## src/rtl/mem_access_ctrl.sv

```systemverilog
// -----------------------------------------------------------------------------
// mem_access_ctrl
//
// Memory-stage access controller. It sits behind the EX/MEM pipeline register
// and turns each aligned load or store into a valid/ready request on the
// data-memory port. It holds the pipeline with Stall_M while the access is
// outstanding, and it presents the registered load data to MEM/WB.
//
// Ports
//   clk            : clock
//   rst            : synchronous reset, active-low
//   MemWrite_M     : store in the MEM stage
//   ResultSrc_M    : 2'b01 marks a load
//   ALUResult_M    : byte address of the access
//   WriteData_M    : store data
//   dmem_req_valid : request valid (combinational)
//   dmem_req_ready : memory accepts the request
//   dmem_we        : 1 = store, 0 = load
//   dmem_addr      : request address (ALUResult_M)
//   dmem_wdata     : request write data (WriteData_M)
//   dmem_rsp_valid : load response / store acknowledge, 1-cycle pulse
//   dmem_rsp_rdata : load data, used only with dmem_rsp_valid
//   ReadData_M     : registered load data to MEM/WB
//   Stall_M        : freeze PC, IF/ID, ID/EX, EX/MEM; bubble MEM/WB
//   misalign_M     : current memory op has a nonzero low address pair
//   misalign_err   : sticky misalignment flag, cleared only by reset
//   stall_cycles   : saturating count of cycles with Stall_M = 1
// -----------------------------------------------------------------------------
module mem_access_ctrl #(
    parameter int CNT_W = 32
) (
    input  logic             clk,
    input  logic             rst,
    input  logic             MemWrite_M,
    input  logic [1:0]       ResultSrc_M,
    input  logic [31:0]      ALUResult_M,
    input  logic [31:0]      WriteData_M,
    output logic             dmem_req_valid,
    input  logic             dmem_req_ready,
    output logic             dmem_we,
    output logic [31:0]      dmem_addr,
    output logic [31:0]      dmem_wdata,
    input  logic             dmem_rsp_valid,
    input  logic [31:0]      dmem_rsp_rdata,
    output logic [31:0]      ReadData_M,
    output logic             Stall_M,
    output logic             misalign_M,
    output logic             misalign_err,
    output logic [CNT_W-1:0] stall_cycles
);

    typedef enum logic [1:0] {
        IDLE = 2'd0,
        WAIT = 2'd1,
        DONE = 2'd2
    } state_t;

    state_t           state_q, state_d;
    logic             we_q, we_d;
    logic [31:0]      rdata_q, rdata_d;
    logic             err_q, err_d;
    logic [CNT_W-1:0] cnt_q, cnt_d;

    logic mem_op;
    logic aligned;
    logic issue;

    // Saturating increment: the counter sticks at all-ones instead of wrapping.
    function automatic logic [CNT_W-1:0] sat_inc(input logic [CNT_W-1:0] v);
        if (&v) begin
            return v;
        end
        return v + {{(CNT_W-1){1'b0}}, 1'b1};
    endfunction

    assign mem_op  = MemWrite_M | (ResultSrc_M == 2'b01);
    assign aligned = (ALUResult_M[1:0] == 2'b00);

    // A request is only ever issued from IDLE; while it waits for ready,
    // EX/MEM is frozen, so the request fields stay stable on their own.
    assign issue = (state_q == IDLE) && mem_op && aligned;

    assign dmem_req_valid = issue;
    assign dmem_we        = MemWrite_M;
    assign dmem_addr      = ALUResult_M;
    assign dmem_wdata     = WriteData_M;
    assign Stall_M        = issue || (state_q == WAIT);
    assign misalign_M     = mem_op && !aligned;

    assign ReadData_M   = rdata_q;
    assign misalign_err = err_q;
    assign stall_cycles = cnt_q;

    always_comb begin
        state_d = state_q;
        we_d    = we_q;
        rdata_d = rdata_q;
        err_d   = err_q | misalign_M;
        cnt_d   = Stall_M ? sat_inc(cnt_q) : cnt_q;

        case (state_q)
            IDLE: begin
                if (issue && dmem_req_ready) begin
                    state_d = WAIT;
                    // Latch the direction so the response is interpreted
                    // correctly independent of what the inputs show later.
                    we_d    = MemWrite_M;
                end
            end
            WAIT: begin
                if (dmem_rsp_valid) begin
                    if (!we_q) begin
                        rdata_d = dmem_rsp_rdata;
                    end
                    state_d = DONE;
                end
            end
            DONE: begin
                // The op leaves MEM this cycle; go back and look for the next.
                state_d = IDLE;
            end
            default: begin
                state_d = IDLE;
            end
        endcase
    end

    always_ff @(posedge clk) begin
        if (!rst) begin
            state_q <= IDLE;
            we_q    <= 1'b0;
            rdata_q <= 32'd0;
            err_q   <= 1'b0;
            cnt_q   <= '0;
        end else begin
            state_q <= state_d;
            we_q    <= we_d;
            rdata_q <= rdata_d;
            err_q   <= err_d;
            cnt_q   <= cnt_d;
        end
    end

endmodule

```

## config.mk

```make
export PLATFORM = sky130hd
export DESIGN_NAME = mem_access_ctrl
export DESIGN_NICKNAME = d
export VERILOG_FILES = /design/src/rtl/mem_access_ctrl.sv
export SDC_FILE = /design/constraint.sdc
export NUM_CORES = 1
export LEC_CHECK = 0
export ABC_AREA = 0
export CORE_AREA = 8 8 127 100
export CTS_BUF_LIST = sky130_fd_sc_hd__clkbuf_2 sky130_fd_sc_hd__clkbuf_4 sky130_fd_sc_hd__clkbuf_8
export DETAILED_ROUTE_END_ITERATION = 6
export DIE_AREA = 0 0 135 108
export GPL_TIMING_DRIVEN = 0
export PLACE_DENSITY = 0.78
export SYNTH_ARGS = -nofsm -noshare
export SYNTH_HDL_FRONTEND = slang
export SYNTH_SLANG_ARGS = --single-unit
```

## constraint.sdc

```tcl
create_clock -name clk -period 1.8 [get_ports clk]
set_input_delay 0.27 -clock clk [delete_from_list [all_inputs] [get_ports clk]]
set_output_delay 0.27 -clock clk [all_outputs]
set_load 0.02 [all_outputs]
```

==> results.yml, run 1 <==
synthesis:
  yosys_warnings: 0
  synthArstFlopShare: 0
  ys_types: 40
  syn_inst: 432
  synth_nets: 536
  syn_area_um2: 3438
  yosysTopAreaCell: "dfxtp_1"
  ys_ff_latch: 68
  synthTopCellsByArea: "dfxtp_1, buf_4, nand2_1"
  synth_flop_cell: "dfxtp_1"
  seq_area_frac_synth: 0.3959
  synth_top_area_frac: 0.3959
  synth_edf_count: 0
  syn_area_per_cell_um2: 7.959
placed_design:
  dp_cells: 745
  hpwl_um: 10030
  dpl_cell_area_um2: 5433
  port_buffers: 173
  place_congestion: 0.8107
  dp_slack_ns: -1.233
sta:
  setup_viol_count_final: 30
  relSlewSlack: 0.5042
  drv_slew: 0
  finalCriticalPeriod_ns: 2.059
  skew_ns: 0.01217
  max_freq_mhz: 485.6
  tns_ns: -4.544
  worst_slack_ns: -0.2594
  hold_ws_ns: 0.3998
  period_share: 1.144
  rsz0062_at_grt: "yes"
  hold_viol: 0
  tightestPinTransition_ns: 0.7437
routing:
  vias: 4145
  first_pass_iters: 4
  viasPerCell: 5.061
  antenna_left: 0
  wl_per_cell_um: 18.35
  wl_um: 15030
  drcViolationCount: 0
  drt_iter0_markers: 216
die:
  die_area_um2: 14580
  die_y_um: 108
  rows: 33
  initial_core_util: 0.3228
  ios: 236
  core_um2: 10650
  die_x_um: 135
layout:
  syn2layout_area_growth_pct: 94.58
  final_common_cell: "clkdlybuf4s50_1"
  design_area_um2: 6690
  final_layout_size_suffix_gt1_frac: 0.3741
  final_cell_mix: "clkdlybuf4s50_1, buf_4, nand2_1"
  fin_nets: 778
  insertedDiodeCount: 0
  fin_cells: 819
clocking:
  insertion_delay_ns: 0.36
  cts.clk_slew.worst_paths_ns: 0.08
  h-tree-depth: 3
  clock-sinks: 68
  cts_tree: "built"
  numCtsBuffers: 9
  cts_max_path_buffers: 2
  cts_root_buffer: "clkbuf_8"
pwr:
  clkPwrFrac: 0.400
  ir_drop_mv: 0.4887
  combPwrFrac: 0.177
  p_leak_uw: 0.002469
  power.share.switching: 0.2587
  intPower_uw: 2649
  power_density_nw_per_um2: 534.1
  p_sw_uw: 924.4
  p_seq_frac: 0.424
critical_path:
  critPathMaxFanout: 6
  endpoint_kind: "flop"
  path_class: "reg -> reg"
  crit_arrival_ns: 2.34
  worstPathRequired_ns: 2.08
  start_kind: "flop"
grt:
  grt_max_degree: 13
  gr-total-overflow: 0
  grt_pass1_vias: 4259
  grt_use_total: 0.1910
  antenna_found_initial: 0
  grt_pass1_wl_um: 22320
worst_hold_path:
  hp-class: "in -> reg"
outcome:
  violations: "negative setup slack"
  status: "finished, violations left"
job:
  drv_cap: 0
-- registers in the layout (all words and copies together) (netlist names) --
name and flops:
stall_cycles 32, ReadData_M 32, misalign_err 1, we_q 1, state_q 2
-- final timing paths --
path | from | endpoint | slack [ns] | cells past startpoint
max | stall_cycles[0]$_SDFFE_PN0P_ | stall_cycles[12]$_SDFFE_PN0P_ | -0.26 | 8
min | ALUResult_M[1] | misalign_err$_SDFF_PN0_ | 0.40 | 5
max reg2reg | stall_cycles[0]$_SDFFE_PN0P_ | stall_cycles[12]$_SDFFE_PN0P_ | -0.26 | 8
min reg2reg | ReadData_M[9]$_SDFFE_PN0P_ | ReadData_M[9]$_SDFFE_PN0P_ | 0.46 | 2
-- metal layers --
metal,routed length [µm],GRT usage,part of all wire
met5,0,0,0
met1,5429,0.2039,0.36
met3,1450,0.06673,0.096
met4,316,0.07273,0.021
met2,7834,0.3431,0.52
-- layout make-up --
| cell class | count | area, µm² |
|---|---|---|
| plain buffers | 87 | 665.6 |
| clock buffers | 10 | 131.4 |
| clock inverters | 6 | 88.84 |
| fillers | 874 | 3963 |
| inverters | 6 | 26.28 |
| multi-input cells | 269 | 1928 |
| flip-flops and latches | 68 | 1421 |
| well taps | 140 | 175.2 |
| repair buffers | 233 | 2253 |
-- cell families after synthesis --
family                     Yosys count  share of synthesized area
AOI/OAI and AO/OA                   95                     0.1623
adders and majority gates            1                   0.003638
buffers and inverters               95                     0.1761
DFF                                 68                     0.3959
muxes                                6                    0.01783
and+or+nand+nor                    167                     0.2442
-- what timing repair did --
item,in CTS,in global routing
pin swaps,51,41
setup endpoints to repair,65,68
buffers inserted,39,18
hold buffers,0,0
cloned,4,1
gates resized for setup,92,67
-- through the flow --
step / total power, µW / util
global route: 3713 / 0.6280
floorplan: 1855 / -
detailed placement: 2163 / 0.5100
finish: 3573 / 0.6280
CTS: 3593 / 0.5982
global placement: 2155 / 0.5100
-- cells in the mapped netlist (all sizes together) (2+ instances only) --
cell type and instances:
nand3 14, o211ai 4, and4 2, a21oi 58, and3 4, nor2 13, o31ai 21, o2111ai 2
nand4 10, nand2 80, inv 4, clkinv 2, buf 69, or3 6, clkbuf 20, nor4 3
o21ai 6, dfxtp 68, nand2b 3, o21a 2, or4 21, nor3 6, mux2i 5
-- power by group through the flow --
stage / combinational [µW] / clock (µW) / sequential [µW]
finish: 631 / 1430 / 1510
global route: 667 / 1530 / 1520
CTS: 625 / 1450 / 1510
detailed placement: 607 / 0 / 1560
global placement: 599 / 0 / 1560
floorplan: 285 / 0 / 1570
-- critical path, stage by stage (launching register included) --
cell and delay [ns]:
dfxtp_4 0.36, ha_4 0.12, nand4_1 0.15, nor3_2 0.31, o211ai_1 0.21, buf_4 0.21, buf_6 0.11, or3_4 0.36
a21oi_2 0.14
No activity file was read; power rests on OpenSTA's default activity.
==> run 2, diff against run 1 <==
--- a/config.mk
+++ b/config.mk
@@ -10,2 +10,3 @@
 export CTS_BUF_LIST = sky130_fd_sc_hd__clkbuf_2 sky130_fd_sc_hd__clkbuf_4 sky130_fd_sc_hd__clkbuf_8
+export CTS_CLUSTER_SIZE = 10
 export DETAILED_ROUTE_END_ITERATION = 6
==> constraint.sdc (replaced) <==
create_clock -name clk -period 1.8 [get_ports clk]
set_input_delay 0.45 -clock clk [delete_from_list [all_inputs] [get_ports clk]]
set_output_delay 0.45 -clock clk [all_outputs]
set_load 0.02 [all_outputs]
==> run 2 against run 1 <==
  * Highest routed layer unchanged
  * Critical path depth increased by 1
  * Largest power group is now clock
  * Clock skew increased by 0.0019 ns
  * The flow still finishes with violations (negative setup slack)
  * Worst setup slack improved by 0.078 ns
  * Clock-buffer cell count unchanged
  * Routed wire length decreased by 2.9%
  * Utilization increased by 0.13 points
  * Clock power increased by 20%
==> results.yml, run 2 (same netlist as run 1, synthesis figures left out) <==
grt:
  antenna_found_initial: 0
  grt_max_degree: 13
  grt_use_total: 0.1837
  grt_pass1_wl_um: 21530
  gr-total-overflow: 0
  grt_pass1_vias: 4206
pwr:
  power.share.switching: 0.2372
  combPwrFrac: 0.164
  clkPwrFrac: 0.444
  p_seq_frac: 0.392
  p_leak_uw: 0.002862
  intPower_uw: 2955
  power_density_nw_per_um2: 577.8
  ir_drop_mv: 0.5224
  p_sw_uw: 919.0
sta:
  hold_viol: 0
  worst_slack_ns: -0.1815
  tightestPinTransition_ns: 0.7185
  setup_viol_count_final: 33
  max_freq_mhz: 504.7
  relSlewSlack: 0.5210
  rsz0062_at_grt: "yes"
  period_share: 1.101
  tns_ns: -3.565
  drv_slew: 0
  skew_ns: 0.01410
  finalCriticalPeriod_ns: 1.981
clocking:
  cts_tree: "built"
  ctsHoldBuffers: 0
  insertion_delay_ns: 0.36
  cts.clk_slew.worst_paths_ns: 0.07
  numCtsBuffers: 9
  clock-sinks: 68
  h-tree-depth: 3
  cts_root_buffer: "clkbuf_8"
  cts_max_path_buffers: 2
routing:
  wl_um: 14600
  wl_per_cell_um: 18.02
  drcViolationCount: 0
  drt_iter0_markers: 262
  vias: 4086
  viasPerCell: 5.044
  first_pass_iters: 4
  antenna_left: 0
placed_design:
  place_congestion: 0.8229
  dpl_cell_area_um2: 5453
  hpwl_um: 10070
  port_buffers: 173
die:
  initial_core_util: 0.3228
  die_area_um2: 14580
  die_y_um: 108
  rows: 33
  ios: 236
  core_um2: 10650
  die_x_um: 135
critical_path:
  crit_arrival_ns: 2.25
  path_buf_inv: 3
  path_class: "reg -> reg"
  critPathMaxFanout: 6
  critPathMaxStageDelay_ns: 0.42
  path_cells: "ha_4, nand4_1, nor3_2, buf_4, and3_4, buf_12, buf_6, or4_4, a21oi_2"
  critPathTopFamily: "simple AND/OR/NAND/NOR gates"
  crit_slowest_cell: "or4_4"
  start_kind: "flop"
  worstPathRequired_ns: 2.07
  endpoint_kind: "flop"
layout:
  final_common_cell: "clkdlybuf4s50_1"
  final_layout_size_suffix_gt1_frac: 0.3910
  fillers: 871
  final_cell_mix: "clkdlybuf4s50_1, buf_4, nand2_1"
  design_area_um2: 6704
  fin_nets: 769
  insertedDiodeCount: 0
  syn2layout_area_growth_pct: 94.98
job:
  drv_cap: 0
outcome:
  violations: "negative setup slack"
  status: "finished, violations left"
worst_hold_path:
  hp-class: "in -> reg"
[run 2: repair_timing]
action,4_1_cts,5_1_grt
pin swaps,38,34
endpoints found under the setup margin,100,83
gates resized for setup,127,101
buffers inserted,32,15
cloned,5,0
[run 2: power groups by stage]
stage / Clock [µW] / Sequential, µW / Combinational (µW)
final: 1720 / 1520 / 635
after global routing: 1810 / 1520 / 673
after CTS: 1730 / 1520 / 631
after detailed placement: 0 / 1550 / 612
after global placement: 0 / 1550 / 602
after floorplan: 0 / 1570 / 289
[run 2: metal layers]
layer | vias up | wire length (µm) | global-route usage
met5 | - | 0 | 0
met4 | 0 | 153 | 0.05217
met3 | 13 | 1267 | 0.07183
met2 | 176 | 7858 | 0.3407
met1 | 1967 | 5318 | 0.1895
li1 | 1930 | - | -
[run 2: per-stage QoR]
step / hold WS, ns / setup slack (ns) / total power (µW) / utilization / std cells
3_3_place_gp: 0.4423 / -1.091 / 2156 / 0.5119 / 745
4_1_cts: 0.4585 / -0.1682 / 3880 / 0.5894 / 797
2_1_floorplan: 0.4809 / -0.09150 / 1858 / - / 432
3_5_place_dp: 0.4486 / -1.120 / 2166 / 0.5119 / 745
6_report: 0.4417 / -0.1815 / 3874 / 0.6293 / 810
5_1_grt: 0.4752 / -0.2986 / 4001 / 0.6293 / 810
[run 2: layout make-up]
class	count	area, µm²	share of cell area
clock inverter	6	135.1	0.02016
clock buffer	10	137.6	0.02053
buffer	86	664.4	0.09910
tap	140	175.2	0.02613
sequential	68	1414	0.2109
timing repair buffer	225	2191	0.3268
multi-input combinational	269	1962	0.2926
inverter	6	25.02	0.003733
[run 2: final timing paths]
| kind | from | to | slack (ns) | cells after the start |
|---|---|---|---|---|
| setup reg to reg | stall_cycles[1]$_SDFFE_PN0P_ | stall_cycles[2]$_SDFFE_PN0P_ | -0.18 | 9 |
| hold / removal | MemWrite_M | we_q$_SDFFE_PN0P_ | 0.44 | 3 |
| hold reg to reg | ReadData_M[23]$_SDFFE_PN0P_ | ReadData_M[23]$_SDFFE_PN0P_ | 0.46 | 2 |
| setup / recovery | stall_cycles[1]$_SDFFE_PN0P_ | stall_cycles[2]$_SDFFE_PN0P_ | -0.18 | 9 |
[run 2: worst register-to-register path, stage by stage, from the launching register on]
cell,delay (ns)
dfxtp_4,0.35
ha_4,0.15
nand4_1,0.17
nor3_2,0.08
buf_4,0.14
and3_4,0.20
buf_12,0.16
buf_6,0.12
or4_4,0.42
a21oi_2,0.12
==> run 3, diff against run 2 <==
CAP_MARGIN = 30   (was unset)
PLACE_DENSITY = 0.77   (was 0.78)
SKIP_LAST_GASP = 1   (was unset)
==> run 3 against run 2 <==
  * The run still ends with negative setup slack left
  * Global-route usage shrank 0.86 points
  * Sequential power barely moved
  * Clock-buffer cell count is the same
  * Fmax is 5.9% lower
  * Register-to-register slack worse by 0.12 ns
  * Clock power decreased by 17%
  * Routed wire length decreased by 3.9%
  * Critical path depth fell by 3
  * Cell area decreased by 5.2%
  * Worst hold slack gained 0.0052 ns
==> results.yml, run 3 (same netlist as run 1, synthesis figures left out) <==
layout:
  final_layout_size_suffix_gt1_frac: 0.3253
  syn2layout_area_growth_pct: 84.90
  final_util: 0.5968
  multiInputGateArea_um2: 1759
  insertedDiodeCount: 0
  design_area_um2: 6357
  fin_nets: 760
  fillers: 943
  final_cell_mix: "buf_4, clkdlybuf4s50_1, nand2_1"
  fin_cells: 801
  seq_area_um2: 1406
die:
  die_x_um: 135
  rows: 33
  ios: 236
  die_y_um: 108
  core_um2: 10650
  die_area_um2: 14580
  initial_core_util: 0.3228
routing:
  first_pass_iters: 5
  wl_um: 14030
  drt_iter0_markers: 237
  drcViolationCount: 0
  wl_met1_um: 5318
  wl_per_cell_um: 17.51
  wl_met2_um: 7303
  highest_layer: "met4"
  vias: 3966
  wl_met3_um: 1269
  viasPerCell: 4.951
  antenna_left: 0
grt:
  gr-total-overflow: 0
  grt_use_total: 0.1750
  antenna_found_initial: 0
  grt_pass1_wl_um: 20580
  grt_max_degree: 13
  grt_pass1_vias: 4071
critical_path:
  path_buf_inv: 1
  endpoint_kind: "flop"
  critPathMaxFanout: 8
  path_cells: "buf_4, nand4_1, nor3_2, o211ai_1, or4_1, a21oi_1"
  critPathTopFamily: "simple AND/OR/NAND/NOR gates"
  crit_slowest_cell: "or4_1"
  critPathMaxStageDelay_ns: 0.57
  crit_arrival_ns: 2.38
  start_kind: "flop"
  worstPathRequired_ns: 2.08
  path_class: "reg -> reg"
sta:
  relSlewSlack: 0.5526
  rsz0062_at_grt: "yes"
  hold_ws_ns: 0.4469
  drv_slew: 0
  skew_ns: 0.009073
  finalCriticalPeriod_ns: 2.105
  worst_slack_ns: -0.3047
  tightestPinTransition_ns: 0.6682
  hold_viol: 0
  period_share: 1.169
  max_freq_mhz: 475.1
  tns_ns: -4.566
  setup_viol_count_final: 31
clocking:
  clock-sinks: 68
  cts_max_path_buffers: 2
  cts_root_buffer: "clkbuf_8"
  numCtsBuffers: 9
  insertion_delay_ns: 0.35
  cts_tree: "built"
  ctsHoldBuffers: 0
  h-tree-depth: 3
  cts.clk_slew.worst_paths_ns: 0.08
placed_design:
  hpwl_um: 10150
  dp_cells: 745
  place_congestion: 0.8057
  port_buffers: 173
  dpl_cell_area_um2: 5453
pwr:
  power_density_nw_per_um2: 562.1
  intPower_uw: 2671
  clkPwrFrac: 0.400
  p_leak_uw: 0.002924
  p_seq_frac: 0.425
  ir_drop_mv: 0.4564
  p_sw_uw: 902.0
  power.share.switching: 0.2524
  combPwrFrac: 0.175
outcome:
  status: "finished, violations left"
  violations: "negative setup slack"
worst_hold_path:
  hp-class: "in -> reg"
job:
  drv_cap: 0
[run 3: cell count changes in the layout (fill, tap and decap cells not counted), sizes merged]
| cell | delta |
|---|---|
| clkdlybuf4s50 | -12 |
| clkinvlp | +1 |
| clkdlybuf4s15 | +1 |
| clkinv | +1 |
| dlygate4sd2 | +3 |
| clkbuf | +3 |
| buf | -13 |
| bufinv | -2 |
| dlymetal6s2s | +9 |
[run 3: worst register-to-register path, cell delays in order (launching register included)]
cell and delay, ns:
dfxtp_4 0.35, buf_4 0.16, nand4_1 0.16, nor3_2 0.31, o211ai_1 0.32, or4_1 0.57
a21oi_1 0.16
[run 3: per-stage QoR]
stage / total power [µW] / setup WS, ns
floorplan: 1858 / -0.09150
global placement: 2156 / -1.080
detailed placement: 2165 / -1.095
CTS: 3611 / -0.1727
global route: 3715 / -0.3908
finish: 3573 / -0.3047
[run 3: final timing paths]
check                             endpoint  slack [ns]  cells past startpoint                           from
min reg2reg     ReadData_M[8]$_SDFFE_PN0P_        0.45                      2     ReadData_M[8]$_SDFFE_PN0P_
max          stall_cycles[25]$_SDFFE_PN0P_       -0.30                      6  stall_cycles[15]$_SDFFE_PN0P_
min                      we_q$_SDFFE_PN0P_        0.45                      3                     MemWrite_M
max reg2reg  stall_cycles[25]$_SDFFE_PN0P_       -0.30                      6  stall_cycles[15]$_SDFFE_PN0P_
[run 3: power groups by stage]
stage	Clock, µW	Sequential (µW)	Combinational [µW]
6_report	1430	1520	626
5_1_grt	1530	1520	661
4_1_cts	1470	1520	623
3_5_place_dp	0	1550	610
3_3_place_gp	0	1550	602
2_1_floorplan	0	1570	289
[run 3: cell type report]
class	instances	area share
multi-input cells	269	0.2767
inverters	6	0.004133
clock inverters	6	0.01358
flip-flops and latches	68	0.2212
clock buffers	10	0.02165
well taps	140	0.02755
plain buffers	87	0.1016
repair buffers	215	0.3336
[run 3: timing repair]
item / CTS / global route
endpoints found under the setup margin: 102 / 91
buffers inserted: 28 / 11
cloned: 0 / 3
pin swaps: 24 / 26
gates resized for setup: 86 / 95
[run 3: metal layers]
layer	up-vias	GRT usage
met3	14	0.06812
met5	-	0
met2	175	0.3251
met1	1858	0.1816
met4	0	0.04664
li1	1919	-
